## src/rtl/pcie_tlp_master_if.sv

```systemverilog
// Command, response, transmit and receive signals of the PCIe requester.
// The master modport is the requester block itself; slave is the user/link side.
interface pcie_tlp_master_if;
  logic        cmd_valid;
  logic        cmd_ready;
  logic        cmd_write;
  logic [29:0] cmd_addr;
  logic [3:0]  cmd_be;
  logic [31:0] cmd_wdata;

  logic        resp_valid;
  logic [31:0] resp_rdata;
  logic [2:0]  resp_status;
  logic        resp_timeout;

  logic [7:0]  bus_num;
  logic [4:0]  dev_num;
  logic [2:0]  func_num;

  logic [8:0]  tx_ca_ph;
  logic [12:0] tx_ca_pd;
  logic [8:0]  tx_ca_nph;

  logic        tx_req;
  logic        tx_rdy;
  logic        tx_st;
  logic        tx_end;
  logic [15:0] tx_data;

  logic        rx_st;
  logic        rx_end;
  logic [15:0] rx_data;

  modport master (
    input  cmd_valid, cmd_write, cmd_addr, cmd_be, cmd_wdata,
    output cmd_ready,
    output resp_valid, resp_rdata, resp_status, resp_timeout,
    input  bus_num, dev_num, func_num,
    input  tx_ca_ph, tx_ca_pd, tx_ca_nph,
    output tx_req, tx_st, tx_end, tx_data,
    input  tx_rdy,
    input  rx_st, rx_end, rx_data
  );

  modport slave (
    output cmd_valid, cmd_write, cmd_addr, cmd_be, cmd_wdata,
    input  cmd_ready,
    input  resp_valid, resp_rdata, resp_status, resp_timeout,
    output bus_num, dev_num, func_num,
    output tx_ca_ph, tx_ca_pd, tx_ca_nph,
    input  tx_req, tx_st, tx_end, tx_data,
    output tx_rdy,
    output rx_st, rx_end, rx_data
  );
endinterface

```

## src/rtl/pcie_tlp_master.sv

```systemverilog
// Single-outstanding PCIe requester: builds 1-DW MWr32/MRd32 TLPs on the
// 16-bit VC0 transmit port and matches the returning Cpl/CplD on receive.
module pcie_tlp_master #(
  parameter int         TIMEOUT_CYCLES = 50000,
  parameter logic [2:0] TC             = 3'd0
) (
  input  logic              clk_125,
  input  logic              rst,
  pcie_tlp_master_if.master bus
);

  localparam int TW = $clog2(TIMEOUT_CYCLES + 1);

  typedef enum logic [2:0] {
    ST_IDLE, ST_CREDIT, ST_REQ, ST_SEND, ST_WAIT_CPL, ST_RESP
  } state_t;

  state_t state_reg, state_next;

  logic          cmd_ready_reg;
  logic          write_reg;
  logic [29:0]   addr_reg;
  logic [3:0]    be_reg;
  logic [31:0]   wdata_reg;
  logic [7:0]    tag_reg;
  logic [7:0]    out_tag_reg;
  logic [2:0]    hw_cnt_reg;
  logic [TW-1:0] timer_reg;
  logic [31:0]   resp_rdata_reg;
  logic [2:0]    resp_status_reg;
  logic          resp_timeout_reg;

  logic          rx_active_reg;
  logic [2:0]    rx_idx_reg;
  logic          rx_is_cpl_reg, rx_is_cpl_next;
  logic          rx_has_data_reg, rx_has_data_next;
  logic [2:0]    rx_status_reg, rx_status_next;
  logic [15:0]   rx_id_reg, rx_id_next;
  logic [7:0]    rx_tag_reg, rx_tag_next;
  logic [15:0]   rx_d0_reg, rx_d0_next;

  logic          accept, credit_ok, send_last, timeout_hit;
  logic          rx_hw_valid, cpl_match, cpl_data_ok;
  logic [2:0]    hw_last, rx_cur_idx;
  logic [7:0]    rx_hit;
  logic [15:0]   req_id;
  logic [15:0]   tx_hw [8];
  logic          tx_req, tx_st, tx_end, resp_valid;
  logic [15:0]   tx_data;

  assign req_id    = {bus.bus_num, bus.dev_num, bus.func_num};
  assign accept    = bus.cmd_valid & cmd_ready_reg;
  assign credit_ok = write_reg ? ((bus.tx_ca_ph != 9'd0) && (bus.tx_ca_pd != 13'd0))
                               : (bus.tx_ca_nph != 9'd0);
  assign hw_last   = write_reg ? 3'd7 : 3'd5;
  assign send_last = (state_reg == ST_SEND) && (hw_cnt_reg == hw_last);
  // timer_reg counts cycles since tx_end; leaving here lands the pulse exactly TIMEOUT_CYCLES later
  assign timeout_hit = (state_reg == ST_WAIT_CPL) && (timer_reg == TW'(TIMEOUT_CYCLES - 1));

  // Request TLP halfwords in link order
  always_comb begin
    tx_hw[0] = {1'b0, (write_reg ? 2'b10 : 2'b00), 5'b00000, 1'b0, TC, 4'b0000};
    tx_hw[1] = {1'b0, 1'b0, 2'b00, 2'b00, 10'd1};
    tx_hw[2] = req_id;
    tx_hw[3] = {tag_reg, 4'b0000, be_reg};
    tx_hw[4] = addr_reg[29:14];
    tx_hw[5] = {addr_reg[13:0], 2'b00};
    tx_hw[6] = wdata_reg[31:16];
    tx_hw[7] = wdata_reg[15:0];
  end

  // Receive parser: a TLP is consumed halfword by halfword from rx_st through rx_end
  assign rx_hw_valid = (state_reg == ST_WAIT_CPL) && (bus.rx_st || rx_active_reg);
  assign rx_cur_idx  = bus.rx_st ? 3'd0 : rx_idx_reg;

  generate
    for (genvar gi = 0; gi < 8; gi++) begin : g_rx_hit
      assign rx_hit[gi] = rx_hw_valid && (rx_cur_idx == 3'(gi));
    end
  endgenerate

  // Header fields including the halfword on the bus now, so rx_end can be judged in its own cycle
  always_comb begin
    rx_is_cpl_next   = rx_is_cpl_reg;
    rx_has_data_next = rx_has_data_reg;
    rx_status_next   = rx_status_reg;
    rx_id_next       = rx_id_reg;
    rx_tag_next      = rx_tag_reg;
    rx_d0_next       = rx_d0_reg;
    if (rx_hit[0]) begin
      rx_is_cpl_next   = (bus.rx_data[12:9] == 4'b0101);
      rx_has_data_next = bus.rx_data[14];
    end
    if (rx_hit[3]) rx_status_next = bus.rx_data[15:13];
    if (rx_hit[4]) rx_id_next     = bus.rx_data;
    if (rx_hit[5]) rx_tag_next    = bus.rx_data[15:8];
    if (rx_hit[6]) rx_d0_next     = bus.rx_data;
  end

  // A short TLP ending before H5 cannot match, so stale fields from an earlier TLP are harmless
  assign cpl_match = rx_hw_valid && bus.rx_end && rx_is_cpl_next && (rx_cur_idx >= 3'd5) &&
                     (rx_id_next == req_id) && (rx_tag_next == out_tag_reg);
  assign cpl_data_ok = rx_has_data_next && (rx_status_next == 3'b000) && (rx_cur_idx == 3'd7);

  // State register
  always_ff @(posedge clk_125 or posedge rst) begin
    if (rst) state_reg <= ST_IDLE;
    else     state_reg <= state_next;
  end

  // Next-state and link/response strobes
  always_comb begin
    state_next = state_reg;
    tx_req     = 1'b0;
    tx_st      = 1'b0;
    tx_end     = 1'b0;
    tx_data    = 16'h0000;
    resp_valid = 1'b0;
    case (state_reg)
      ST_IDLE:     if (accept) state_next = ST_CREDIT;
      ST_CREDIT:   if (credit_ok) state_next = ST_REQ;
      ST_REQ: begin
        tx_req = 1'b1;
        if (bus.tx_rdy) state_next = ST_SEND;
      end
      ST_SEND: begin
        tx_data = tx_hw[hw_cnt_reg];
        tx_st   = (hw_cnt_reg == 3'd0);
        tx_end  = send_last;
        if (send_last) state_next = write_reg ? ST_RESP : ST_WAIT_CPL;
      end
      ST_WAIT_CPL: if (cpl_match || timeout_hit) state_next = ST_RESP;
      ST_RESP: begin
        resp_valid = 1'b1;
        state_next = ST_IDLE;
      end
      default:     state_next = ST_IDLE;
    endcase
  end

  // Command latch, halfword counter, tag, timeout counter and response fields
  always_ff @(posedge clk_125 or posedge rst) begin
    if (rst) begin
      cmd_ready_reg    <= 1'b0;
      write_reg        <= 1'b0;
      addr_reg         <= '0;
      be_reg           <= '0;
      wdata_reg        <= '0;
      tag_reg          <= '0;
      out_tag_reg      <= '0;
      hw_cnt_reg       <= '0;
      timer_reg        <= '0;
      resp_rdata_reg   <= 32'hFFFF_FFFF;
      resp_status_reg  <= 3'b000;
      resp_timeout_reg <= 1'b0;
    end else begin
      cmd_ready_reg <= (state_next == ST_IDLE);
      if (accept) begin
        write_reg <= bus.cmd_write;
        addr_reg  <= bus.cmd_addr;
        be_reg    <= bus.cmd_be;
        wdata_reg <= bus.cmd_wdata;
      end
      if (state_reg == ST_SEND) begin
        hw_cnt_reg <= send_last ? 3'd0 : hw_cnt_reg + 3'd1;
        if (send_last) begin
          if (write_reg) begin
            resp_rdata_reg   <= 32'hFFFF_FFFF;
            resp_status_reg  <= 3'b000;
            resp_timeout_reg <= 1'b0;
          end else begin
            out_tag_reg <= tag_reg;
            tag_reg     <= tag_reg + 8'd1;
            timer_reg   <= TW'(1);
          end
        end
      end
      if (state_reg == ST_WAIT_CPL) begin
        timer_reg <= timer_reg + TW'(1);
        if (cpl_match) begin
          resp_rdata_reg   <= cpl_data_ok ? {rx_d0_next, bus.rx_data} : 32'hFFFF_FFFF;
          resp_status_reg  <= rx_status_next;
          resp_timeout_reg <= 1'b0;
        end else if (timeout_hit) begin
          resp_rdata_reg   <= 32'hFFFF_FFFF;
          resp_status_reg  <= 3'b000;
          resp_timeout_reg <= 1'b1;
        end
      end
    end
  end

  // Receive parser state; cleared whenever no read is outstanding
  always_ff @(posedge clk_125 or posedge rst) begin
    if (rst) begin
      rx_active_reg   <= 1'b0;
      rx_idx_reg      <= '0;
      rx_is_cpl_reg   <= 1'b0;
      rx_has_data_reg <= 1'b0;
      rx_status_reg   <= '0;
      rx_id_reg       <= '0;
      rx_tag_reg      <= '0;
      rx_d0_reg       <= '0;
    end else if (state_reg != ST_WAIT_CPL) begin
      rx_active_reg <= 1'b0;
      rx_idx_reg    <= '0;
    end else if (rx_hw_valid) begin
      rx_active_reg   <= !bus.rx_end;
      rx_idx_reg      <= (rx_cur_idx == 3'd7) ? 3'd7 : rx_cur_idx + 3'd1;
      rx_is_cpl_reg   <= rx_is_cpl_next;
      rx_has_data_reg <= rx_has_data_next;
      rx_status_reg   <= rx_status_next;
      rx_id_reg       <= rx_id_next;
      rx_tag_reg      <= rx_tag_next;
      rx_d0_reg       <= rx_d0_next;
    end
  end

  assign bus.cmd_ready    = cmd_ready_reg;
  assign bus.tx_req       = tx_req;
  assign bus.tx_st        = tx_st;
  assign bus.tx_end       = tx_end;
  assign bus.tx_data      = tx_data;
  assign bus.resp_valid   = resp_valid;
  assign bus.resp_rdata   = resp_rdata_reg;
  assign bus.resp_status  = resp_status_reg;
  assign bus.resp_timeout = resp_timeout_reg;

endmodule

```

## src/flat_wrapper.sv

```systemverilog
// flat-port wrapper written by rule: the top's interface ports become plain ports
module pcie_tlp_master_flat 
#(
  parameter int         TIMEOUT_CYCLES = 50000,
  parameter logic [2:0] TC             = 3'd0
)
  (clk_125, rst, bus_cmd_valid, bus_cmd_write, bus_cmd_addr, bus_cmd_be, bus_cmd_wdata, bus_cmd_ready, bus_resp_valid, bus_resp_rdata, bus_resp_status, bus_resp_timeout, bus_bus_num, bus_dev_num, bus_func_num, bus_tx_ca_ph, bus_tx_ca_pd, bus_tx_ca_nph, bus_tx_req, bus_tx_st, bus_tx_end, bus_tx_data, bus_tx_rdy, bus_rx_st, bus_rx_end, bus_rx_data);
  pcie_tlp_master_if bus_i ();
  input  logic clk_125;
  input  logic rst;
  input wire logic [$bits(bus_i.cmd_valid)-1:0] bus_cmd_valid;
  input wire logic [$bits(bus_i.cmd_write)-1:0] bus_cmd_write;
  input wire logic [$bits(bus_i.cmd_addr)-1:0] bus_cmd_addr;
  input wire logic [$bits(bus_i.cmd_be)-1:0] bus_cmd_be;
  input wire logic [$bits(bus_i.cmd_wdata)-1:0] bus_cmd_wdata;
  output wire logic [$bits(bus_i.cmd_ready)-1:0] bus_cmd_ready;
  output wire logic [$bits(bus_i.resp_valid)-1:0] bus_resp_valid;
  output wire logic [$bits(bus_i.resp_rdata)-1:0] bus_resp_rdata;
  output wire logic [$bits(bus_i.resp_status)-1:0] bus_resp_status;
  output wire logic [$bits(bus_i.resp_timeout)-1:0] bus_resp_timeout;
  input wire logic [$bits(bus_i.bus_num)-1:0] bus_bus_num;
  input wire logic [$bits(bus_i.dev_num)-1:0] bus_dev_num;
  input wire logic [$bits(bus_i.func_num)-1:0] bus_func_num;
  input wire logic [$bits(bus_i.tx_ca_ph)-1:0] bus_tx_ca_ph;
  input wire logic [$bits(bus_i.tx_ca_pd)-1:0] bus_tx_ca_pd;
  input wire logic [$bits(bus_i.tx_ca_nph)-1:0] bus_tx_ca_nph;
  output wire logic [$bits(bus_i.tx_req)-1:0] bus_tx_req;
  output wire logic [$bits(bus_i.tx_st)-1:0] bus_tx_st;
  output wire logic [$bits(bus_i.tx_end)-1:0] bus_tx_end;
  output wire logic [$bits(bus_i.tx_data)-1:0] bus_tx_data;
  input wire logic [$bits(bus_i.tx_rdy)-1:0] bus_tx_rdy;
  input wire logic [$bits(bus_i.rx_st)-1:0] bus_rx_st;
  input wire logic [$bits(bus_i.rx_end)-1:0] bus_rx_end;
  input wire logic [$bits(bus_i.rx_data)-1:0] bus_rx_data;
  assign bus_i.cmd_valid = bus_cmd_valid;
  assign bus_i.cmd_write = bus_cmd_write;
  assign bus_i.cmd_addr = bus_cmd_addr;
  assign bus_i.cmd_be = bus_cmd_be;
  assign bus_i.cmd_wdata = bus_cmd_wdata;
  assign bus_cmd_ready = bus_i.cmd_ready;
  assign bus_resp_valid = bus_i.resp_valid;
  assign bus_resp_rdata = bus_i.resp_rdata;
  assign bus_resp_status = bus_i.resp_status;
  assign bus_resp_timeout = bus_i.resp_timeout;
  assign bus_i.bus_num = bus_bus_num;
  assign bus_i.dev_num = bus_dev_num;
  assign bus_i.func_num = bus_func_num;
  assign bus_i.tx_ca_ph = bus_tx_ca_ph;
  assign bus_i.tx_ca_pd = bus_tx_ca_pd;
  assign bus_i.tx_ca_nph = bus_tx_ca_nph;
  assign bus_tx_req = bus_i.tx_req;
  assign bus_tx_st = bus_i.tx_st;
  assign bus_tx_end = bus_i.tx_end;
  assign bus_tx_data = bus_i.tx_data;
  assign bus_i.tx_rdy = bus_tx_rdy;
  assign bus_i.rx_st = bus_rx_st;
  assign bus_i.rx_end = bus_rx_end;
  assign bus_i.rx_data = bus_rx_data;
  pcie_tlp_master #(.TIMEOUT_CYCLES(TIMEOUT_CYCLES), .TC(TC)) u_core (.clk_125(clk_125), .rst(rst), .bus(bus_i));
endmodule
```

## config.mk

```make
export PLATFORM = sky130hd
export DESIGN_NAME = pcie_tlp_master_flat
export DESIGN_NICKNAME = d
export VERILOG_FILES = /design/src/rtl/pcie_tlp_master_if.sv /design/src/rtl/pcie_tlp_master.sv /design/src/flat_wrapper.sv
export SDC_FILE = /design/constraint.sdc
export NUM_CORES = 1
export LEC_CHECK = 0
export CAP_MARGIN = 20
export CORE_MARGIN = 2
export CORE_UTILIZATION = 52
export DETAILED_ROUTE_END_ITERATION = 7
export PLACE_DENSITY = 0.81
export SYNTH_ARGS = -nofsm -noshare
export SYNTH_HDL_FRONTEND = slang
export SYNTH_SLANG_ARGS = --single-unit
```

## constraint.sdc

```tcl
create_clock -name clk_125 -period 8.4 [get_ports clk_125]
set_input_delay 1.26 -clock clk_125 [delete_from_list [all_inputs] [get_ports clk_125]]
set_output_delay 1.26 -clock clk_125 [all_outputs]
set_load 0.1 [all_outputs]
```

# --- After elaboration in Yosys (flattened, before gate mapping) ---
# Cells that the tools add are included.
word_totals:
  register_bits: 191
  latch_bits: 0
  ramBits: 0
  mem_bits_ro: 0
  in_bits: 136
  out_inout_bits: 57
  elab_cells: 135
  mem_count: 0
op_classes:
  add_sub_neg: 4
  mul: 0
  div: 0
  n_lt_le_gt_ge: 2
  eq_ne: 17
  shift: 0
  muxes: 54
  bitwise_logic: 4
  reduce_logical: 33
op_table:
  columns: ["cell", "count"]
  rows:
  - ["$mux 32", 7]
  - ["$mux 16", 9]
  - ["$mux 3", 17]
  - ["$bmux 16 s3", 1]
  - ["$eq 3x3->1 const B", 6]
  - ["$reduce_bool 9->1", 2]
  - ["$add 16x1->16 const B", 1]
  - ["$eq 16x16->1", 1]
  - ["$eq 16x16->1 const B", 1]
  - ["$logic_and 1x1->1", 16]
  - ["$mux 1", 16]
  - ["$logic_not 3->1", 5]
  - ["$pmux 3 s5", 1]
  - ["$reduce_bool 13->1", 1]
  - ["$eq 3x2->1 const B", 3]
  - ["$add 8x1->8 const B", 1]
  - ["$eq 8x8->1", 1]
  - ["$mux 8", 1]
  - ["$add 3x1->3 const B", 2]
  - ["$reduce_and 3->1", 2]
  - ["$reduce_bool 2->1", 3]
  - ["$eq 4x3->1 const B", 1]
  - ["$ge 4x4->1 const B", 1]
  - ["$mux 2", 2]
  - ["other kinds (11)", 13]

# --- Logic depth before layout (Yosys ltp) ---
# Gate-level depths: netlist (run 1).
depth:
  ltp_word: 12
  ltp_mapped: 13
  mapped_depth_nobuf: 10

# --- Worst setup path after synthesis (run 1) ---
# OpenSTA, ideal clock, no wires.
synth_timing:
  path_type: "register to output"
  startpoint: "reg u_core.hw_cnt_reg[1]"
  endpoint: "out bus_tx_data[0]"
  arrival_time_ps: 3916
  t_required_ps: 7140
  slack_ps: 3224
  stages_incl_launch_ff: 7
  path_buffers: 2
  cell_sequence: "dfrtp_1 -> buf_1 -> clkbuf_1 -> inv_1 -> nor2_1 -> a21oi_1 -> a211oi_1"
synth_via:
  elab_chain_cells: 5
synth_lines:
  columns: ["item", "line", "source"]
  rows:
  - ["start: declaration", "pcie_tlp_master.sv:27", "logic [2:0] hw_cnt_reg;"]
  - ["start signal: assignment", "pcie_tlp_master.sv:165", "hw_cnt_reg <= send_last ? 3'd0 : hw_cnt_reg + 3'd1;"]
  - ["$not 3->4 (implied by the code)", "pcie_tlp_master.sv:127", "tx_data = tx_hw[hw_cnt_reg];"]
  - ["$bmux 16 s3", "pcie_tlp_master.sv:127", null]
  - ["$mux 16 (implied by the code) (2 in series)", "pcie_tlp_master.sv:127", null]
  - ["$mux 16", "pcie_tlp_master.sv:119", "case (state_reg)"]
  - ["end: declaration", "flat_wrapper.sv:30", "output wire logic [$bits(bus_i.tx_data)-1:0] bus_tx_data;"]
# Every way passes these cells. The select of a mux whose other input is x is not followed.

# --- Final worst setup path (run 1) ---
layout_timing:
  startpoint: "in bus_func_num[0]"
  endpoint: "out bus_tx_data[0]"
layout_via:
  elab_chain_cells: 4
layout_lines:
  columns: ["item", "line", "source"]
  rows:
  - ["start: declaration", "flat_wrapper.sv:23", "input wire logic [$bits(bus_i.func_num)-1:0] bus_func_num;"]
  - ["$bmux 16 s3", "pcie_tlp_master.sv:127", null]
  - ["$mux 16 (implied by the code) (2 in series)", "pcie_tlp_master.sv:127", null]
  - ["$mux 16", "pcie_tlp_master.sv:119", null]
# Every way passes these cells. The select of a mux whose other input is x is not followed.

==> summary.txt, run 1 <==
===============================================================================================
Result of the run                                                                  complete, no violations
Via count of the first global-routing pass                                                 7305
Inserted Clock Buffers                                                                       17
Number of synthesized flops with an enable pin                                                0
Slowest stage cell, crit path                                                      sky130_fd_sc_hd__clkdlybuf4s50_1
Count of vias placed by the detailed router                                                7051
Synthesized netlist cell count                                                              822
CTS H-Tree Depth                                                                              4
Max_cap viols                                                                                 0
Data required, critical path                                                            7.14 ns
Io pins                                                                                     193
Hold WC Path Type                                                                       reg2reg
Hold Slack                                                                             0.499 ns
Number of antenna violations at the first check in global routing                             0
DP HPWL                                                                                 16.7 mm
Worst-path maximum fanout                                                                     3
Proportion of layout cells with a drive suffix above 1                                    22.3%
Class of the most critical setup path                                                    in2out
Post-CTS resize count                                                                         0
Min cycle time layout                                                                   4.92 ns
Reported leakage power                                                                  5.30 nW
Post-synth cell types                                                                        65
Commonest cells after routing, fill and taps aside                                 sky130_fd_sc_hd__clkdlybuf4s50_1 (192), sky130_fd_sc_hd__dfrtp_1 (159), sky130_fd_sc_hd__mux2_2 (104)
Synthesized net count                                                                       966
Final total negative setup slack                                                           0 ns
Max-Slew Margin vs Limit                                                                  28.6%
Num Clock Sinks                                                                             191
Arrival @ worst endpoint                                                                3.66 ns
Routed Antenna Nets                                                                           0
Clock input transition at the sequential cells of the worst setup and hold paths        0.07 ns
Most common cell after layout, fill and taps aside                                 sky130_fd_sc_hd__clkdlybuf4s50_1
Clk_skew                                                                              0.0111 ns
Internal power contribution                                                             2.06 mW
Logic pwr share                                                                           38.0%
Kind of launch point of the worst setup path                                       primary input
Sequential cell area fraction in the yosys report                                         51.1%
Overflow left after global routing                                                            0
Die Y-Extent                                                                             139 µm
Count of input and output buffers                                                           192
Clock Tree Root                                                                    sky130_fd_sc_hd__clkbuf_16
CP Cell Sequence                                                                   clkdlybuf4s50_1, a21oi_1, a31oi_1, nor2_1, a211oi_1, clkdlybuf4s50_1
Hold Fails Final Rpt                                                                          0
Post-synthesis to final-layout area growth                                                28.4%
Overall Global Routing Usage                                                              24.7%
Routed wirelength normalized by instance count                                          18.9 µm
Maximum number of buffers from clock root to sink                                             2
Post-route core utilization                                                               67.6%
Hold Path Stages                                                                              2
Maximum clock frequency                                                                 203 MHz
Final count of negative-setup-slack endpoints                                                 0
Number of fill cells                                                                       1346
Most used cell, CP                                                                 sky130_fd_sc_hd__clkdlybuf4s50_1
Post-synthesis register bit count                                                           191
Clock insertion delay at the later pin of the skew report                               0.44 ns
Number of design rule violations left after detail routing                                    0
Floorplan die area                                                                    19200 µm²
Transition time of the tightest slew-check pin                                          1.07 ns
Cell count after placement                                                                 1206
Final slew viol count                                                                         0
Switching Power                                                                         1.29 mW
Portion of total power attributed to sequential cells                                     37.2%
Post CTS Setup Buffer Count                                                                   0
TritonCTS clock tree                                                                       done
Number of diodes added for antenna fixing                                                     0
Pwr/cell area                                                                        277 nW/µm²
Crit end category                                                                   output port
Mean post-synth cell area                                                              11.5 µm²
Horizontal die dimension                                                                 139 µm
Register cell area after layout                                                        4820 µm²
RSZ-0062 raised after global routing                                                         no
R2R depth                                                                                     8
Total Nets Final                                                                           1141
Worst ir drop on vdd                                                                   0.268 mV
Starting Density                                                                          52.6%
Wire length reported by the detailed router                                             23.5 mm
Hold Buf Count CTS                                                                            0
Area of the core region                                                               17900 µm²
Switching part of the total power                                                         38.6%
Number of warnings printed during yosys synthesis                                             0
DRC marker count from the first detailed-route iteration                                    549
Maximum number of pins on one net before global-route repair                                107
Predominant post-synthesis flop cell                                               sky130_fd_sc_hd__dfrtp_1
Synth Cell Area                                                                        9420 µm²
RD Place Congestion                                                                       0.954
Cell Count, Final, Fillers Out                                                             1239
Global-route wire length before repair                                                  37.9 mm
Crit share post-route                                                                     58.6%
Async set-or-reset flop fraction in the synthesized netlist                                100%
Largest incremental delay on the critical path                                          1.22 ns
Vias/cell                                                                                  5.69
First-pass iteration count of the detailed router                                             6
Share of total power in the clock network                                                 24.7%
Area of the multi-input gates                                                          4260 µm²
Standard-cell rows                                                                           49
===============================================================================================
worst max-delay path: cells and delay by family:
kind                   cells  cell delay, ns
buffers and inverters      2            1.76
AOI/OAI and AO/OA          3            0.56
and+or+nand+nor            1            0.08
final timing paths:
path / start / to / slack (ns)
min in group asynchronous: rst / u_core.timer_reg[13]$_DFFE_PP0P_ / 1.38
worst max register to register: u_core.state_reg[0]$_DFF_PP0_ / u_core.bus.resp_rdata[12]$_DFF_PP1_ / 4.18
worst min-delay path: u_core.rx_d0_reg[1]$_DFFE_PP0P_ / u_core.rx_d0_reg[1]$_DFFE_PP0P_ / 0.50
worst max-delay path: bus_func_num[0] / bus_tx_data[0] / 3.48
max in group asynchronous: rst / u_core.bus.resp_rdata[18]$_DFF_PP1_ / 5.77
worst min register to register: u_core.rx_d0_reg[1]$_DFFE_PP0P_ / u_core.rx_d0_reg[1]$_DFFE_PP0P_ / 0.50
metal layers:
metal  part of all wire (%)  global-route usage [%]
met5                      0                       0
met4                    1.5                    6.33
met3                    6.7                    6.60
met2                     48                    40.4
met1                     43                    33.3
cells by family (layout without fill, tap and decap cells):
family / Yosys count / in the layout / synth area share [%]
AOI/OAI and AO/OA: 96 / 96 / 6.65
adders and majority gates: 8 / 8 / 1.06
xor gates and xnor gates: 30 / 30 / 2.79
muxes: 173 / 173 / 21.7
and+or+nand+nor: 248 / 248 / 12.9
DFF: 191 / 191 / 51.1
buffers and inverters: 76 / 264 / 3.76
through the flow:
stage | worst slack [ns] | power (mW) | cell area (µm²)
2_1_floorplan | 1.99 | 2.18 | 9420
3_3_place_gp | 3.37 | 2.49 | 11500
3_5_place_dp | 3.23 | 2.52 | 11500
4_1_cts | 3.48 | 3.36 | 12100
5_1_grt | 3.34 | 3.49 | 12100
6_report | 3.48 | 3.35 | 12100
synth_stat cells (all sizes together), types with 4 or more instances:
cell type	instances	area share [%]
dfstp	32	8.9
ha	8	1.1
a21oi	15	0.80
a32o	4	0.42
inv	30	1.2
o21ai	37	2.0
xnor2	15	1.4
mux2	105	13
and3	5	0.33
mux2i	54	5.7
nand2	74	2.9
mux4	14	3.3
nor2	91	4.2
nand3	21	1.3
nor4	5	0.33
nor2b	6	0.40
clkbuf	28	1.1
o22ai	6	0.40
dfrtp	159	42
xor2	15	1.4
nand4	11	0.73
buf	18	1.4
and2	4	0.27
or4	6	0.52
nor3	10	0.58
power by group through the flow:
stage               clock (mW)  sequential (mW)  combinational [mW]
floorplan                    0             1.22               0.955
global placement             0             1.25                1.25
detailed placement           0             1.26                1.27
CTS                      0.838             1.24                1.28
global route             0.875             1.27                1.35
finish                   0.829             1.25                1.27
final cells by class:
| cell class | instances | share of cell area (%) |
|---|---|---|
| Tap cell | 229 | 2.37 |
| Clock inverter | 15 | 1.43 |
| Timing Repair Buffer | 202 | 16.7 |
| Clock buffer | 17 | 3.52 |
| Sequential cell | 191 | 39.8 |
| Multi-Input combinational cell | 555 | 35.2 |
| Inverter | 30 | 0.972 |
Power figures use the tool's default switching activity.
==> run 2, diff against run 1 <==
Clock period 8.4 ns to 4.77 ns, I/O delays scaled along.
==> run 2 against run 1 <==
Net effect: routed wire length shrank 1.4%; sequential power increased by 76%; hold slack worse by 0.020 ns; sequential share of layout area up 0.14 points; cell area shrank 0.36%; power up 72%; via count rose by 0.41%; register-to-register slack lost 2.8 ns; combinational power grew 73%; clock skew rose by 0.0031 ns; critical endpoint is now u_core.bus.resp_rdata[16]$_DFF_PP1_.
==> summary.txt, run 2 (synthesis gave the netlist of run 1 again) <==
===============================================================================================
Count of vias placed by the detailed router                                                7080
RSZ-0062 raised after global routing                                                         no
Count of input and output buffers                                                           192
Pwr/cell area                                                                        477 nW/µm²
Final count of negative-setup-slack endpoints                                                 0
Hold WC Path Type                                                                       reg2reg
Maximum number of buffers from clock root to sink                                             2
Number of design rule violations left after detail routing                                    0
Clock Tree Root                                                                    sky130_fd_sc_hd__clkbuf_16
Routed Antenna Nets                                                                           0
Crit share post-route                                                                     80.1%
Max_cap viols                                                                                 0
First-pass iteration count of the detailed router                                             5
Largest incremental delay on the critical path                                          0.56 ns
Area of the core region                                                               17900 µm²
Hold Fails Final Rpt                                                                          0
CTS H-Tree Depth                                                                              4
Post CTS Setup Buffer Count                                                                   0
Inserted Clock Buffers                                                                       17
Commonest cells after routing, fill and taps aside                                 sky130_fd_sc_hd__clkdlybuf4s50_1 (175), sky130_fd_sc_hd__dfrtp_1 (159), sky130_fd_sc_hd__mux2_2 (104)
DP HPWL                                                                                 16.7 mm
Class of the most critical setup path                                                    in2reg
Transition time of the tightest slew-check pin                                          1.02 ns
Final slew viol count                                                                         0
Floorplan die area                                                                    19200 µm²
Die Y-Extent                                                                             139 µm
Num Clock Sinks                                                                             191
Clk_skew                                                                              0.0142 ns
Post-synthesis to final-layout area growth                                                27.9%
Vias/cell                                                                                  5.69
Result of the run                                                                  complete, no violations
Final total negative setup slack                                                           0 ns
Number of antenna violations at the first check in global routing                             0
Number of diodes added for antenna fixing                                                     0
Overflow left after global routing                                                            0
Met2 WL                                                                                 11.2 mm
Maximum number of pins on one net before global-route repair                                121
Worst-path maximum fanout                                                                    22
Number of fill cells                                                                       1368
Overall Global Routing Usage                                                              24.6%
Max-Slew Margin vs Limit                                                                  32.0%
Most common cell after layout, fill and taps aside                                 sky130_fd_sc_hd__clkdlybuf4s50_1
Total length of routed met3 wires                                                       1.73 mm
Io pins                                                                                     193
Starting Density                                                                          52.6%
Post-CTS resize count                                                                         0
Top layer used by detailed routing                                                         met4
Proportion of layout cells with a drive suffix above 1                                    24.0%
TritonCTS clock tree                                                                       done
Routed wirelength normalized by instance count                                          18.6 µm
RD Place Congestion                                                                       0.914
DP Area                                                                               11500 µm²
Total Nets Final                                                                           1146
Kind of launch point of the worst setup path                                       primary input
Total non-filler cell area in the finished layout                                     12100 µm²
Standard-cell rows                                                                           49
Hold Buf Count CTS                                                                            0
Slowest stage cell, crit path                                                      sky130_fd_sc_hd__or4_1
Crit end category                                                                      register
Global-route wire length before repair                                                  37.4 mm
Via count of the first global-routing pass                                                 7102
Min cycle time layout                                                                   3.82 ns
DRC marker count from the first detailed-route iteration                                    399
Worst ir drop on vdd                                                                   0.342 mV
Wire length reported by the detailed router                                             23.1 mm
Most used cell, CP                                                                 sky130_fd_sc_hd__inv_1
Arrival @ worst endpoint                                                                4.18 ns
Clock input transition at the sequential cells of the worst setup and hold paths        0.07 ns
Clock insertion delay at the later pin of the skew report                               0.44 ns
Horizontal die dimension                                                                 139 µm
Maximum clock frequency                                                                 262 MHz
CP Cell Sequence                                                                   clkdlybuf4s50_1, inv_1, nand2_1, inv_1, ha_1, nand3_2, a311oi_1, o32ai_1, or4_1, nor3_4, buf_12, mux2i_1
Post-route met1 wirelength                                                              9.90 mm
Data required, critical path                                                            5.13 ns
Reported leakage power                                                                  5.32 nW
===============================================================================================
==> run 2: cell types whose count changed in the layout (fill, tap and decap cells not counted), sizes merged <==
cell | before | now
buf | 10 | 32
bufinv | 2 | 1
clkbuf | 17 | 21
clkdlybuf4s50 | 192 | 175
clkinv | 4 | 2
clkinvlp | 2 | 5
inv | 37 | 33
==> run 2: power breakdown <==
part           internal, mW  switching (mW)  total (mW)
registers              1.95           0.241        2.20
logic                 0.849            1.35        2.20
clock network         0.738           0.620        1.36
==> run 2: area by class of cell <==
cell class / count / area, µm² / area share, %
timing repair buffer: 207 / 2020 / 16.7
tap: 229 / 287 / 2.38
multi-input combinational: 555 / 4260 / 35.3
clock buffer: 21 / 450 / 3.74
sequential: 191 / 4820 / 40.0
clock inverter: 11 / 105 / 0.872
inverter: 30 / 116 / 0.965
==> run 2: worst paths after layout <==
check                                                 startpoint                                  end  cells after the start  slack (ns)
worst max-delay path                                   bus_rx_st  u_core.bus.resp_rdata[16]$_DFF_PP1_                     12        0.95
worst min-delay path            u_core.timer_reg[15]$_DFFE_PP0P_     u_core.timer_reg[15]$_DFFE_PP0P_                      1        0.48
worst max register to register     u_core.state_reg[0]$_DFF_PP0_  u_core.bus.resp_rdata[16]$_DFF_PP1_                      9        1.43
worst min register to register  u_core.timer_reg[15]$_DFFE_PP0P_     u_core.timer_reg[15]$_DFFE_PP0P_                      1        0.48
max in group asynchronous                                    rst      u_core.rx_id_reg[1]$_DFFE_PP0P_                      3        3.12
min in group asynchronous                                    rst     u_core.timer_reg[14]$_DFFE_PP0P_                      2        0.67
==> run 2: critical path: cells and delay by family <==
family / cells / cell delay [ns]
AOI/OAI and AO/OA: 2 / 0.51
buffers and inverters: 4 / 1.01
adders and majority gates: 1 / 0.27
muxes: 1 / 0.24
and+or+nand+nor: 4 / 1.43
==> run 2: metal layers <==
layer	track usage (%)	vias up
li1	-	3262
met1	33.6	3487
met2	39.7	303
met3	6.46	28
met4	6.01	0
met5	0	-
==> run 2: stage by stage <==
step	total power [mW]	setup slack, ns	cells	hold slack, ns	util, %
after global placement	4.36	0.701	1212	0.469	64.2
after CTS	5.78	0.981	1244	0.483	67.3
after floorplan	3.84	0.138	822	0.445	-
after detailed placement	4.41	0.539	1212	0.469	64.2
final	5.75	0.948	1244	0.479	67.3
after global routing	6.02	0.689	1244	0.514	67.3
==> run 3, diff against run 2 <==
Settings changed: CORE_UTILIZATION 52 to 47, PLACE_DENSITY 0.81 to 0.77.
Clock period 4.77 ns to 3.43 ns, I/O delays scaled along.
==> run 3 against run 2 <==
Net effect: first-iteration DRC count down 1.3%; via count up 1.9%; die area up 10%; routed wire length up 6.1%; final cell count up 5.1%; combinational power up 55%; hold slack worse by 0.0054 ns; critical path depth up 2; utilization down 3.0 points; power up 48%; clock skew down 0.0054 ns; setup slack worse by 0.64 ns.
==> summary.txt, run 3 (synthesis gave the netlist of run 1 again) <==
===============================================================================================
Die Y-Extent                                                                             146 µm
Post-CTS resize count                                                                         0
Post CTS Setup Buffer Count                                                                   0
Pwr/cell area                                                                        674 nW/µm²
Startpoint of the worst setup timing path                                             bus_rx_st
Most common cell after layout, fill and taps aside                                 sky130_fd_sc_hd__clkdlybuf4s50_1
Number of diodes added for antenna fixing                                                     0
Count of vias placed by the detailed router                                                7213
Worst-path maximum fanout                                                                    12
RR Endpoint                                                                        u_core.bus.resp_rdata[23]$_DFF_PP1_
Class of the most critical setup path                                                    in2reg
Overflow left after global routing                                                            0
Max-Slew Margin vs Limit                                                                  31.3%
Max_cap viols                                                                                 0
Arrival @ worst endpoint                                                                3.48 ns
DRC marker count from the first detailed-route iteration                                    394
Final slew viol count                                                                         0
Worst r2r src                                                                      u_core.state_reg[0]$_DFF_PP0_
Transition time of the tightest slew-check pin                                          1.03 ns
Maximum clock frequency                                                                 320 MHz
Clock input transition at the sequential cells of the worst setup and hold paths        0.08 ns
Number of design rule violations left after detail routing                                    0
Area of the core region                                                               19600 µm²
Wire length reported by the detailed router                                             24.5 mm
RD Place Congestion                                                                       0.879
DP Area                                                                               12000 µm²
Inserted Clock Buffers                                                                       17
Global-route wire length before repair                                                  39.8 mm
Hold Fails Final Rpt                                                                          0
TritonCTS clock tree                                                                       done
Floorplan die area                                                                    21200 µm²
RSZ-0062 raised after global routing                                                         no
Count of input and output buffers                                                           192
Routed wirelength normalized by instance count                                          18.8 µm
Data required, critical path                                                            3.79 ns
Result of the run                                                                  complete, no violations
Post-synthesis to final-layout area growth                                                33.7%
Io pins                                                                                     193
Crit end category                                                                      register
DP HPWL                                                                                 18.2 mm
Num Clock Sinks                                                                             191
Total Nets Final                                                                           1174
Commonest cells after routing, fill and taps aside                                 sky130_fd_sc_hd__clkdlybuf4s50_1 (160), sky130_fd_sc_hd__dfrtp_1 (158), sky130_fd_sc_hd__mux2_2 (104)
Crit share post-route                                                                     91.0%
Hold Slack                                                                             0.473 ns
Reported leakage power                                                                  5.56 nW
Maximum number of buffers from clock root to sink                                             2
R2R depth                                                                                     9
Worst setup slack for register-to-register paths                                        0.47 ns
Standard-cell rows                                                                           51
Starting Density                                                                          48.1%
Via count of the first global-routing pass                                                 7356
Min cycle time layout                                                                   3.12 ns
Proportion of layout cells with a drive suffix above 1                                    28.1%
Hold Buf Count CTS                                                                            0
Final total negative setup slack                                                           0 ns
Vias/cell                                                                                  5.51
First-pass iteration count of the detailed router                                             5
Clk_skew                                                                             0.00881 ns
Overall Global Routing Usage                                                              24.0%
Maximum number of pins on one net before global-route repair                                 71
PnR Total Power                                                                         8.49 mW
Number of antenna violations at the first check in global routing                             0
Total non-filler cell area in the finished layout                                     12600 µm²
Final count of negative-setup-slack endpoints                                                 0
Post-route core utilization                                                               64.3%
Hold WC Path Type                                                                      in2async
Worst setup endpoint                                                               u_core.bus.resp_rdata[23]$_DFF_PP1_
CTS H-Tree Depth                                                                              4
Kind of launch point of the worst setup path                                       primary input
Routed Antenna Nets                                                                           0
Horizontal die dimension                                                                 146 µm
Worst ir drop on vdd                                                                   0.495 mV
Clock insertion delay at the later pin of the skew report                               0.44 ns
Clock Tree Root                                                                    sky130_fd_sc_hd__clkbuf_16
===============================================================================================
run 3: cell count changes in the layout (fill, tap and decap cells not counted), moves of 3 or more:
cell                              delta
sky130_fd_sc_hd__clkinv_4            +3
sky130_fd_sc_hd__buf_12             +22
sky130_fd_sc_hd__clkinv_8            +3
sky130_fd_sc_hd__clkinvlp_4          -3
sky130_fd_sc_hd__clkdlybuf4s50_1    -15
sky130_fd_sc_hd__buf_4              +21
sky130_fd_sc_hd__clkbuf_1            -3
sky130_fd_sc_hd__inv_8               +5
run 3: through the flow:
stage,worst slack [ns],instances
5_1_grt,0.0946,1308
3_3_place_gp,0.00177,1276
6_report,0.309,1308
4_1_cts,0.317,1308
3_5_place_dp,-0.0623,1276
2_1_floorplan,-0.837,822
run 3: final cells by class:
class | count | area [µm²]
clock buffers | 17 | 425
multi-input cells | 555 | 4270
repair buffers | 235 | 2460
well taps | 265 | 332
inverters | 30 | 116
fillers | 1513 | 6990
clock inverters | 15 | 165
flip-flops and latches | 191 | 4820
run 3: how the worst min path moves through the flow:
stage / startpoint / endpoint
after CTS: rst / u_core.timer_reg[14]$_DFFE_PP0P_
after floorplan: u_core.timer_reg[15]$_DFFE_PP0P_ / u_core.timer_reg[15]$_DFFE_PP0P_
after global placement: u_core.timer_reg[15]$_DFFE_PP0P_ / u_core.timer_reg[15]$_DFFE_PP0P_
after detailed placement: u_core.rx_d0_reg[2]$_DFFE_PP0P_ / u_core.rx_d0_reg[2]$_DFFE_PP0P_
final: rst / u_core.timer_reg[6]$_DFFE_PP0P_
after global routing: rst / u_core.timer_reg[6]$_DFFE_PP0P_
run 3: power breakdown:
part	switching (mW)	total (mW)	internal [mW]	leakage [nW]
logic	1.94	3.42	1.49	2.87
registers	0.381	3.10	2.72	2.40
clock network	0.992	1.97	0.981	0.287
run 3: critical path: stages:
cell,delay (ns)
sky130_fd_sc_hd__clkdlybuf4s50_1,0.41
sky130_fd_sc_hd__inv_1,0.12
sky130_fd_sc_hd__nand2_1,0.10
sky130_fd_sc_hd__inv_1,0.09
sky130_fd_sc_hd__ha_1,0.18
sky130_fd_sc_hd__buf_4,0.15
sky130_fd_sc_hd__nand3_2,0.15
sky130_fd_sc_hd__a311oi_1,0.32
sky130_fd_sc_hd__o32ai_1,0.14
sky130_fd_sc_hd__or4_1,0.53
sky130_fd_sc_hd__nor3_4,0.18
sky130_fd_sc_hd__buf_4,0.21
sky130_fd_sc_hd__buf_12,0.16
sky130_fd_sc_hd__mux2i_1,0.21
run 3: per-layer routing:
layer	GRT usage, %	part of all wire [%]	up-vias
li1	-	-	3333
met1	31.4	42	3593
met2	39.0	48	254
met3	6.74	8.0	33
met4	7.55	1.9	0
met5	0	0	-
